File: config.mk
export PLATFORM = sky130hd
export DESIGN_NAME = corefifo_rd_ctrl
export DESIGN_NICKNAME = d
export VERILOG_FILES = /design/src/rtl/corefifo_rd_ctrl.sv
export SDC_FILE = /design/constraint.sdc
export NUM_CORES = 1
export LEC_CHECK = 0
export ABC_AREA = 1
export CELL_PAD_IN_SITES_DETAIL_PLACEMENT = 0
export CELL_PAD_IN_SITES_GLOBAL_PLACEMENT = 1
export CORE_MARGIN = 3
export CORE_UTILIZATION = 30
export CTS_CLUSTER_SIZE = 14
export DETAILED_ROUTE_END_ITERATION = 8
export PLACE_DENSITY_LB_ADDON = 0.15
export SYNTH_ARGS = -nofsm -noshare
export SYNTH_HDL_FRONTEND = slang
export SYNTH_SLANG_ARGS = --single-unit
export TNS_END_PERCENT = 50
File: constraint.sdc
create_clock -name CLK -period 2.2 [get_ports CLK]
set_clock_uncertainty 0.15 [all_clocks]
set_input_delay 0.44 -clock CLK [delete_from_list [all_inputs] [get_ports CLK]]
set_output_delay 0.44 -clock CLK [all_outputs]
set_load 0.01 [all_outputs]
File: src/rtl/corefifo_rd_ctrl.sv
// Read-side pointer and flag controller of the dual-clock FIFO (read clock domain).
// Synchronises the Gray write pointer, tracks the read pointer and drives empty/aempty/count/dvld.
module corefifo_rd_ctrl #(
    parameter int ADDRWIDTH     = 3,
    parameter int AEMPTY_THRESH = 1,
    parameter int RD_LATENCY    = 1
) (
    input  logic                 CLK,
    input  logic                 RESET,
    input  logic [ADDRWIDTH:0]   wptr_gray,
    input  logic                 re,
    output logic                 ram_re,
    output logic [ADDRWIDTH-1:0] raddr,
    output logic [ADDRWIDTH:0]   rptr_gray,
    output logic                 empty,
    output logic                 aempty,
    output logic [ADDRWIDTH:0]   rd_count,
    output logic                 dvld,
    output logic                 underflow
);

    localparam int            PW    = ADDRWIDTH + 1;
    localparam logic [PW-1:0] AE_TH = PW'(AEMPTY_THRESH);

    logic [PW-1:0]         wsync1_q, wsync2_q, wptr_bin;
    logic [PW-1:0]         rptr_bin_q, rptr_bin_d;
    logic [PW-1:0]         rptr_gray_q, rptr_gray_d;
    logic [PW-1:0]         rd_count_q, rd_count_d;
    logic                  empty_q, empty_d;
    logic                  aempty_q, aempty_d;
    logic                  underflow_q, underflow_d;
    logic [RD_LATENCY-1:0] dvld_q, dvld_d;
    logic                  rd_ok;

    // Each binary bit is the XOR of all Gray bits at and above it.
    always_comb begin
        wptr_bin = '0;
        for (int i = 0; i < PW; i++) begin
            wptr_bin[i] = ^(wsync2_q >> i);
        end
    end

    always_comb begin
        // NOTE: every signal gets a value before any condition, so no latch can be inferred.
        rd_ok       = re & ~empty_q;
        rptr_bin_d  = rptr_bin_q + PW'(rd_ok);
        rptr_gray_d = rptr_bin_d ^ (rptr_bin_d >> 1);
        rd_count_d  = wptr_bin - rptr_bin_d;
        empty_d     = (wptr_bin == rptr_bin_d);
        aempty_d    = (rd_count_d <= AE_TH);
        underflow_d = re & empty_q;
        dvld_d      = RD_LATENCY'({dvld_q, rd_ok});
    end

    always_ff @(posedge CLK) begin
        // NOTE: non-blocking assignments so every flop samples pre-edge values.
        if (RESET) begin
            wsync1_q    <= '0;
            wsync2_q    <= '0;
            rptr_bin_q  <= '0;
            rptr_gray_q <= '0;
            rd_count_q  <= '0;
            empty_q     <= 1'b1;
            aempty_q    <= 1'b1;
            underflow_q <= 1'b0;
            dvld_q      <= '0;
        end else begin
            wsync1_q    <= wptr_gray;
            wsync2_q    <= wsync1_q;
            rptr_bin_q  <= rptr_bin_d;
            rptr_gray_q <= rptr_gray_d;
            rd_count_q  <= rd_count_d;
            empty_q     <= empty_d;
            aempty_q    <= aempty_d;
            underflow_q <= underflow_d;
            dvld_q      <= dvld_d;
        end
    end

    assign ram_re    = rd_ok;
    assign raddr     = rptr_bin_q[ADDRWIDTH-1:0];
    assign rptr_gray = rptr_gray_q;
    assign empty     = empty_q;
    assign aempty    = aempty_q;
    assign rd_count  = rd_count_q;
    assign dvld      = dvld_q[RD_LATENCY-1];
    assign underflow = underflow_q;

endmodule

=== Word-level counts from Yosys, hierarchy flattened ===
Index checks and enable logic that the tools add are counted.

* Bits in writable memories: 0
* Input port bits: 7
* Output and inout bits: 16
* Flip-flop bits (word level): 24
* ROM bits: 0
* Word-level logic and storage cells: 21
* Latch bits: 0
* Memories: 0

* Multiplexer cells: 0
* Bitwise gates (word level): 4
* Add/sub/neg operators: 2
* Reduce and logical (&&, ||, !) cells: 4
* Order comparisons: 1
* Shift operators: 0
* $mul: 0
* Equality and inequality tests: 1
* Div/mod/pow operators: 0

{| class="wikitable"
|+ Operators by type and width
! kind !! number
|-
| parity 4 bit || 4
|-
| adder 4 x 1 -> 4 bit || 1
|-
| == test 4 bit || 1
|-
| <= comparator 4 x 1 -> 1 bit (second input constant) || 1
|-
| subtractor 4 bit || 1
|-
| bitwise XOR 4 x 3 -> 4 bit || 1
|-
| AND 1 bit || 2
|-
| inverter 1 bit || 1
|}

=== Longest topological paths before layout ===
Gate-level depths: netlist of run 1.

* Depth after elaboration: 5
* Gate-level depth with buffers: 15
* Gate-level depth less buffers: 15

=== Least setup slack after synthesis of run 1 ===
OpenSTA, ideal clock, no wires.

* Kind: input to register
* Start: input port re
* End: register aempty_q (netlist: aempty)
* Arrival time: 2.080 ns
* Library setup time: 0.109 ns
* Required time: 1.941 ns
* Cell stages on the path: 14
* Slack: -0.139 ns
* Buffers on the path: 0
* Path through: inv_1 -> nor2_1 -> ha_1 -> ha_1 -> xor2_1 -> inv_1 -> ha_1 -> inv_1 -> nor2_1 -> nor2_2 -> nand3_1 -> nand3_2 -> nand2_1 -> inv_1

* Word-level cells in the longest chain between the ends: 4

{| class="wikitable"
|+ Ends and longest elaborated chain
! what !! RTL line !! source
|-
| start: declaration || 11 || <nowiki>input logic re,</nowiki>
|-
| AND 1 bit || 45 || <nowiki>rd_ok = re & ~empty_q;</nowiki>
|-
| named net ram_re || 12 || <nowiki>output logic ram_re,</nowiki>
|-
| adder 4 x 1 -> 4 bit || 46 || <nowiki>rptr_bin_d = rptr_bin_q + PW'(rd_ok);</nowiki>
|-
| subtractor 4 bit || 48 || <nowiki>rd_count_d = wptr_bin - rptr_bin_d;</nowiki>
|-
| <= comparator 4 x 1 -> 1 bit || 50 || <nowiki>aempty_d = (rd_count_d <= AE_TH);</nowiki>
|-
| end signal: assignment || 74 || <nowiki>aempty_q <= aempty_d;</nowiki>
|-
| end: declaration || 30 || <nowiki>logic aempty_q, aempty_d;</nowiki>
|}

The timed path passes the listed nets, and every way through them passes these cells.
A chain may end at the register's enable or synchronous reset.

=== Final worst setup path of run 1 ===
* Start: input port re
* End: register aempty_q (netlist: aempty)

* Word-level cells in the longest chain between the ends: 4

{| class="wikitable"
|+ Ends and longest elaborated chain
! what !! RTL line
|-
| AND 1 bit || 45
|-
| adder 4 x 1 -> 4 bit || 46
|-
| subtractor 4 bit || 48
|-
| <= comparator 4 x 1 -> 1 bit || 50
|}

No other way between the ends.

==> results of run 1 <==
[area by class of cell]
class | instances | area [um2]
clock buffers | 4 | 26.3
fillers | 282 | 1500
inverters | 25 | 93.8
multi-input cells | 61 | 389
flip-flops and latches | 23 | 460
well taps | 31 | 38.8
repair buffers | 32 | 294
[per-stage QoR]
stage          utilization, %  instance area, um2  setup WS (ps)  cells  TNS [ps]
2_1_floorplan               -                 918           11.3    111         0
3_3_place_gp             43.8                1230           -511    170     -2010
3_5_place_dp             43.8                1230           -560    170     -2210
4_1_cts                  46.4                1300            136    176         0
5_1_grt                  46.4                1300           21.8    176         0
6_report                 46.4                1300            131    176         0
[report_power, final]
group,leakage (nW),switching [W],internal [W]
Sequential,0.189,0.0000147,0.000454
Clock,0.0150,0.000118,0.0000707
Combinational,0.411,0.000108,0.000127
Total,0.615,0.000241,0.000652
[metal layers]
layer / up-vias / share of wire (%) / wire, um / track usage (%)
li1: 399 / - / - / -
met1: 305 / 45 / 724 / 12.4
met2: 20 / 45 / 717 / 16.6
met3: 5 / 6.1 / 97 / 2.98
met4: 0 / 3.4 / 54 / 7.43
met5: - / 0 / 0 / 0
[path summary, 6_finish.rpt]
check | to | startpoint
max | aempty | re
max reg2reg | aempty | empty
min reg2reg | wsync2_q[3] | wsync1_q[3]
min | wsync2_q[3] | wsync1_q[3]
[worst reg2reg max path: cells and delay by family (launching register included)]
kind / cells / cell delay (ps)
AND/OR/NAND/NOR: 6 / 550
buffers and inverters: 3 / 150
flip-flops: 1 / 350
XOR/XNOR: 1 / 170
adder cells (fa/ha/maj): 3 / 560
[registers in the layout, indices dropped and copies added, names as in the netlist]
name and count:
wsync1_q 4, dvld 1, rptr_gray 3, empty 1
underflow 1, rptr_bin_q 4, wsync2_q 4, aempty 1
rd_count 4
[cells by family (layout without fill, tap and decap cells)]
group	after synthesis	after routing	synth area share, %
AND/OR/NAND/NOR	47	47	23.8
buffers and inverters	27	61	11.3
flip-flops	23	23	51.3
adder cells (fa/ha/maj)	5	5	6.96
AO/OA/AOI/OAI	5	5	2.79
XOR/XNOR	4	4	3.90
[timing repair]
item | 4_1_cts | 5_1_grt
hold buffers | 0 | 0
endpoints found under the setup margin | 3 | 0
hold endpoints to repair | 0 | 0
gates resized for setup | 7 | 0
buffers inserted | 2 | 0
[placed cells by master (no fill, tap or decap)]
master	n
nor2_2	1
dlygate4sd2_1	1
inv_2	7
nand3_2	2
inv_1	17
ha_4	3
nand2_1	15
xor2_2	1
nand3b_2	1
dfxtp_1	23
buf_4	10
nand4_1	2
ha_1	2
nand2_2	2
clkbuf_4	3
nand3_1	3
nor2_4	1
nor2_1	19
nor3_1	1
clkdlybuf4s50_1	21
a21oi_1	3
xor2_1	3
o21ai_1	2
clkbuf_1	1
clkinv_1	1
==> impl_metrics.json, run 1 <==
{
  "run_status": "finished clean",
  "portBuffers": 22,
  "min_delay_path_depth": 2,
  "ir_drop_mv": 0.348,
  "finalSetupViolations": 0,
  "die_h_um": 60.7,
  "ys_warn_count": 0,
  "htree_levels": 1,
  "grt_overflow": 0,
  "wl_per_cell_um": 9.05,
  "maxCapViolations": 0,
  "grt_pass1_wl_um": 2790,
  "synthesis.nets": 123,
  "synth-seq-cells": 23,
  "whs_ps": 258,
  "nets": 158,
  "startpoint_type": "input port",
  "fmax_ghz": 0.483,
  "syn_inst": 111,
  "critPathKind": "in2reg",
  "diodes": 0,
  "grtUsageTotal_pct": 10.6,
  "crit_family": "adder cells",
  "cts.sinks": 23,
  "fp-row-count": 19,
  "synthFlopType": "dfxtp_1",
  "worst_path_most_repeated_cell": "ha_4",
  "clk_pin_slew_ps": 120,
  "reg2regPathDepth": 13,
  "cp.required_ps": 2260,
  "p_total_w": 0.000893,
  "grt_max_degree": 13,
  "route.detailed.drc": 0,
  "syn2layout_area_growth_pct": 45.0,
  "die-area_um2": 3690,
  "dr_total_vias": 729,
  "yosysMostFrequentCell": "dfxtp_1",
  "synth.distinct_cells": 18,
  "p_per_area_nw_per_um2": 686,
  "synth_commonest_cells": "23 x dfxtp_1, 20 x nor2_1, 19 x inv_1, 15 x nand2_1",
  "ant_nets": 0,
  "cts_buffers": 3,
  "synth-edff-count": 0,
  "critPathBufInv": 5,
  "via_per_inst": 4.14,
  "hold_viol": 0,
  "synth_top_cell_area_share_pct": 51.3,
  "grt_pass1_vias": 671,
  "cp_slowest_stage_delay_ps": 280,
  "synth.yosys.seq_area_share_pct": 51.3,
  "start_util_pct": 32.0,
  "timing.final.crit_period_ps": 2070,
  "worst_pin_slew_ps": 383,
  "io_pins": 23,
  "core_area_um2": 2810,
  "relSlewSlack_pct": 74.4,
  "place_congestion": 0.728,
  "drive_gt1_share_pct": 21.4,
  "endpoint_kind": "flip-flop",
  "async_flop_share_pct": 0,
  "drt-total-wl_um": 1590,
  "clock_latency_ps": 310,
  "cp_cell_sequence": "dlygate4sd2_1 > inv_2 > nor2_4 > ha_4 > ha_4 > xor2_2 > inv_2 > ha_4 > inv_1 > nor2_1 > nor2_2 > nand3_1 > nand3_2 > nand2_1 > inv_1",
  "worstHoldPathType": "reg2reg",
  "crit_fanout": 4,
  "period_share_pct": 94.1,
  "syn_area_um2": 898,
  "critPathSlowestCell": "ha_4",
  "cts_buffer_depth": 2,
  "critPathArrivalTime_ps": 2130,
  "drtIter0Drc": 22,
  "synthTopCellsByArea": "dfxtp_1 51%, nor2_1 8.4%, inv_1 7.9%, ha_1 7.0%, nand2_1 6.3%",
  "rrSetupSlack_ps": 190,
  "yosysTopAreaCell": "dfxtp_1",
  "dp_hpwl_um": 1230,
  "synth_area_per_cell_um2": 8.09,
  "drtPass1Iterations": 4,
  "drv_slew": 0,
  "die_w_um": 60.7,
  "cp.depth": 15,
  "clockRootBuffer": "clkbuf_4",
  "cts_tree": "built",
  "antenna_found_initial": 0,
  "p_leak_nw": 0.615,
  "rsz0062_at_grt": "no"
}
(Power assumes the default switching activity.)
==> run 2, diff against run 1 <==
Settings changed: CORE_MARGIN 3 to 2.
==> run 2 against run 1 <==
Effect of this change:
- the run now ends with design-rule violations left
- combinational power rose by 4%
- cell count stayed put
- largest cell class unchanged
- critical path depth unchanged
- largest power group unchanged
- critical endpoint unchanged
==> impl_metrics.json, run 2 (synthesis gave the netlist of run 1 again) <==
{
  "run_status": "finished, violations left",
  "violations": "design-rule violations",
  "io_pins": 23,
  "clk_pin_slew_ps": 130,
  "via_per_inst": 4.20,
  "htree_levels": 1,
  "p_leak_nw": 0.619,
  "hp-start": "wsync1_q[2]",
  "wl_met1_um": 749,
  "dp_hpwl_um": 1200,
  "wl_met2_um": 688,
  "n_fill_cell": 283,
  "top_layer": "met4",
  "place_ws_ps": -524,
  "place_congestion": 0.696,
  "relSlewSlack_pct": 77.6,
  "fin_ws_ps": 107,
  "startpoint_type": "input port",
  "min_delay_path_depth": 2,
  "layout_common_cells": "23 x dfxtp_1, 21 x clkdlybuf4s50_1, 19 x nor2_1",
  "dr_total_vias": 739,
  "drv_slew": 0,
  "ir_drop_mv": 0.325,
  "die_w_um": 58.7,
  "clockRootBuffer": "clkbuf_4",
  "period_share_pct": 95.1,
  "diodes": 0,
  "postPlaceCellArea_um2": 1230,
  "worstHoldPathType": "reg2reg",
  "hold_viol": 0,
  "portBuffers": 22,
  "die_h_um": 58.7,
  "min_to": "wsync2_q[2]",
  "clock_latency_ps": 310,
  "wl_met3_um": 95,
  "cts_buffer_depth": 2,
  "die-area_um2": 3450,
  "endpoint_kind": "flip-flop",
  "crit_fanout": 3,
  "antenna_found_initial": 0,
  "cp_cell_sequence": "dlygate4sd2_1 > inv_2 > nor2_4 > ha_4 > ha_4 > xor2_1 > inv_1 > ha_4 > inv_1 > nor2_1 > nor2_2 > nand3_1 > nand3_2 > nand2_1 > inv_1",
  "timing.final.crit_period_ps": 2090,
  "final_common_cell": "dfxtp_1",
  "cp.required_ps": 2280,
  "grtUsageTotal_pct": 11.0,
  "rrSetupSlack_ps": 160,
  "nets": 158,
  "cts_buffers": 3,
  "start_util_pct": 32.0,
  "rr_startpoint": "empty",
  "cts.sinks": 23,
  "seq_area_um2": 460,
  "critPathArrivalTime_ps": 2170,
  "fp-row-count": 19,
  "critPathSlowestCell": "ha_4",
  "fmax_ghz": 0.478,
  "cts_tree": "built",
  "drive_gt1_share_pct": 21.4,
  "worst_pin_slew_ps": 335,
  "fin_area_um2": 1300,
  "worstReg2RegEnd": "aempty",
  "syn2layout_area_growth_pct": 45.1,
  "grt_max_degree": 14,
  "cp_slowest_stage_delay_ps": 280,
  "core_area_um2": 2810,
  "grt_pass1_wl_um": 2860,
  "ant_nets": 0,
  "drtIter0Drc": 13,
  "p_per_area_nw_per_um2": 696,
  "finalSetupViolations": 0,
  "multi_input_area_um2": 389,
  "drt-total-wl_um": 1570,
  "maxCapViolations": 0,
  "grt_overflow": 0,
  "route.detailed.drc": 3,
  "reg2regPathDepth": 13,
  "final_util_pct": 46.5,
  "drtPass1Iterations": 6,
  "wl_per_cell_um": 8.94,
  "grt_pass1_vias": 670,
  "critPathKind": "in2reg"
}
==> run 2: worst max-delay path by stage <==
stage | from | to | slack, ps | cells after the start
floorplan | re | aempty | 10 | 14
global placement | re | aempty | -490 | 15
detailed placement | re | aempty | -520 | 15
CTS | re | aempty | 50 | 15
global route | re | aempty | -40 | 15
finish | re | aempty | 110 | 15
==> run 2: power by group <==
group	internal (W)	total, W	switching, W
Combinational	0.000131	0.000244	0.000112
Sequential	0.000454	0.000469	0.0000144
Clock	0.0000679	0.000195	0.000127
==> run 2: repair_timing <==
| item | CTS | global route |
|---|---|---|
| pin swaps | 2 | 2 |
| buffers inserted | 0 | 2 |
| hold buffers | 0 | 0 |
| resized for setup | 3 | 2 |
| endpoints found under the setup margin | 4 | 3 |
==> run 2: metrics by stage <==
step                TNS, ps  instances  power, W  hold WS, ps
floorplan                 0        111  0.000602          238
global placement      -1800        170  0.000710          240
detailed placement    -1930        170  0.000711          245
CTS                       0        174  0.000913          260
global route          -43.4        176  0.000983          271
finish                    0        176  0.000908          261
==> run 2: layout make-up <==
class | count | area share (%)
sequential | 23 | 35.3
multi-input combinational | 61 | 29.8
clock inverter | 1 | 0.384
tap | 31 | 2.98
timing repair buffer | 32 | 22.6
inverter | 25 | 7.20
clock buffer | 3 | 1.73
==> run 2: routing by layer <==
layer  GRT usage, %  up-vias
met2           16.8       20
met3           2.20        5
met4           6.82        0
li1               -      393
met1           14.2      321
met5              0        -
==> run 2: worst max-delay path, delay by kind of cell <==
kind,cells,cell delay (ps)
adder cells (fa/ha/maj),3,590
buffers and inverters,5,510
AND/OR/NAND/NOR,6,440
XOR/XNOR,1,180
==> run 3, diff against run 2 <==
Settings changed: CORE_MARGIN 2 to 10, SLEW_MARGIN set to 25.
==> run 3 against run 2 <==
Effect of this change:
- the flow now finishes without violations
- non-clock buffer count unchanged
- via count rose by 0.68%
- cell count stayed put
- core utilization rose by 0.76 points
- critical path depth unchanged
- largest cell class unchanged
==> impl_metrics.json, run 3 (synthesis gave the netlist of run 1 again) <==
{
  "run_status": "finished clean",
  "crit_fanout": 3,
  "layout_common_cells": "23 x dfxtp_1, 20 x clkdlybuf4s50_1, 18 x nor2_1",
  "worstHoldPathType": "reg2reg",
  "drv_slew": 0,
  "p_comb_share_pct": 27.5,
  "tns_ps": 0,
  "io_pins": 23,
  "startpoint_type": "input port",
  "grt_max_degree": 14,
  "hold_viol": 0,
  "drive_gt1_share_pct": 23.4,
  "wl_per_cell_um": 10.2,
  "cellInternalPower_w": 0.000658,
  "grt_pass1_wl_um": 3270,
  "clk_pin_slew_ps": 120,
  "dr_total_vias": 744,
  "grt_overflow": 0,
  "timing.final.crit_period_ps": 2060,
  "cp-startpoint": "re",
  "whs_ps": 264,
  "fin_ws_ps": 135,
  "route.detailed.drc": 0,
  "worst_path_most_repeated_cell": "ha_4",
  "clock_latency_ps": 310,
  "nets": 158,
  "ant_nets": 0,
  "p_per_area_nw_per_um2": 689,
  "finalSetupViolations": 0,
  "diodes": 0,
  "portBuffers": 22,
  "worstReg2RegEnd": "aempty",
  "core_area_um2": 2810,
  "cts_buffers": 3,
  "start_util_pct": 32.0,
  "endpoint_kind": "flip-flop",
  "postCtsHoldBufs": 0,
  "final_common_cell": "dfxtp_1",
  "maxCapViolations": 0,
  "critPathKind": "in2reg",
  "critPathArrivalTime_ps": 2140,
  "critPathSlowestCell": "ha_4",
  "fmax_ghz": 0.484,
  "n_fill_cell": 282,
  "final_util_pct": 47.2,
  "ir_drop_mv": 0.344,
  "place_ws_ps": -538,
  "cts_tree": "built",
  "rsz0062_at_grt": "no",
  "p_leak_nw": 0.628,
  "relSlewSlack_pct": 68.9,
  "die_h_um": 74.7,
  "crit_end": "aempty",
  "worst_pin_slew_ps": 466,
  "drt-total-wl_um": 1800,
  "switching_share_pct": 28.0,
  "dp_hpwl_um": 1420,
  "die_w_um": 74.7,
  "clockRootBuffer": "clkbuf_4",
  "drtIter0Drc": 17,
  "power_switching_w": 0.000255,
  "antenna_found_initial": 0,
  "cts_buffer_depth": 2,
  "rrSetupSlack_ps": 180,
  "fp-row-count": 19,
  "p_total_w": 0.000913,
  "via_per_inst": 4.23,
  "drtPass1Iterations": 6,
  "reg2regPathDepth": 13,
  "pwr-share-seq_pct": 51.4,
  "place_congestion": 0.730,
  "cp.required_ps": 2270,
  "cp_slowest_stage_delay_ps": 290,
  "syn2layout_area_growth_pct": 47.5,
  "grtUsageTotal_pct": 7.44,
  "die-area_um2": 5580,
  "period_share_pct": 93.9,
  "cp_cell_sequence": "dlygate4sd2_1 > inv_2 > nor2_4 > ha_4 > ha_4 > xor2_2 > inv_2 > ha_4 > inv_1 > nor2_2 > nor2_2 > nand3_1 > nand3_2 > nand2_1 > inv_1",
  "rr_startpoint": "empty",
  "htree_levels": 1,
  "grt_pass1_vias": 754,
  "pwr-share-clk_pct": 21.1,
  "cts.sinks": 23
}
-- run 3: cell count changes in the layout (fill, tap and decap cells not counted), sizes merged --
cell | previous run | this run
clkdlybuf4s50 | 21 | 20
dlygate4sd2 | 1 | 2
-- run 3: power by group through the flow --
stage          sequential [W]  combinational, W  clock, W
2_1_floorplan        0.000495          0.000106         0
3_3_place_gp         0.000477          0.000240         0
3_5_place_dp         0.000478          0.000240         0
4_1_cts              0.000470          0.000256  0.000205
5_1_grt              0.000473          0.000292  0.000218
6_report             0.000469          0.000251  0.000193
-- run 3: area by class of cell --
type / instances / area, um2 / share of cell area [%]
multi-input combinational: 61 / 399 / 30.1
timing repair buffer: 32 / 305 / 23.0
inverter: 25 / 93.8 / 7.08
clock inverter: 1 / 5.00 / 0.378
sequential: 23 / 460 / 34.7
tap: 31 / 38.8 / 2.93
clock buffer: 3 / 22.5 / 1.70
-- run 3: metrics by stage --
step	area, um2	std cells
after floorplan	918	111
after global placement	1240	171
after detailed placement	1240	171
after CTS	1330	176
after global routing	1330	176
final	1330	176
-- run 3: timing repair --
action | CTS | global route
endpoints found under the setup margin | 4 | 0
resized for setup | 10 | 0
endpoints found under the hold margin | 0 | 0
buffers inserted | 1 | 0
-- run 3: critical path, delay by kind of cell --
kind                       cells  cell delay, ps
xor gates and xnor gates       1             180
and+or+nand+nor                6             430
adders and majority gates      3             610
buffers and inverters          5             480
-- run 3: metal layers --
metal | wire, um | GRT usage [%] | vias up
li1 | - | - | 397
met1 | 785 | 8.38 | 322
met2 | 780 | 11.9 | 20
met3 | 192 | 3.02 | 5
met4 | 38 | 3.78 | 0
met5 | 0 | 0 | -
-- run 3: worst min path at each step --
stage	from	endpoint	slack (ps)	cells after the start
finish	wsync1_q[3]	wsync2_q[3]	260	2
global route	wsync1_q[3]	wsync2_q[3]	280	2
CTS	wsync1_q[3]	wsync2_q[3]	270	2
detailed placement	wsync1_q[3]	wsync2_q[3]	250	2
global placement	wsync1_q[1]	wsync2_q[1]	240	2
floorplan	wsync1_q[0]	wsync2_q[0]	240	2
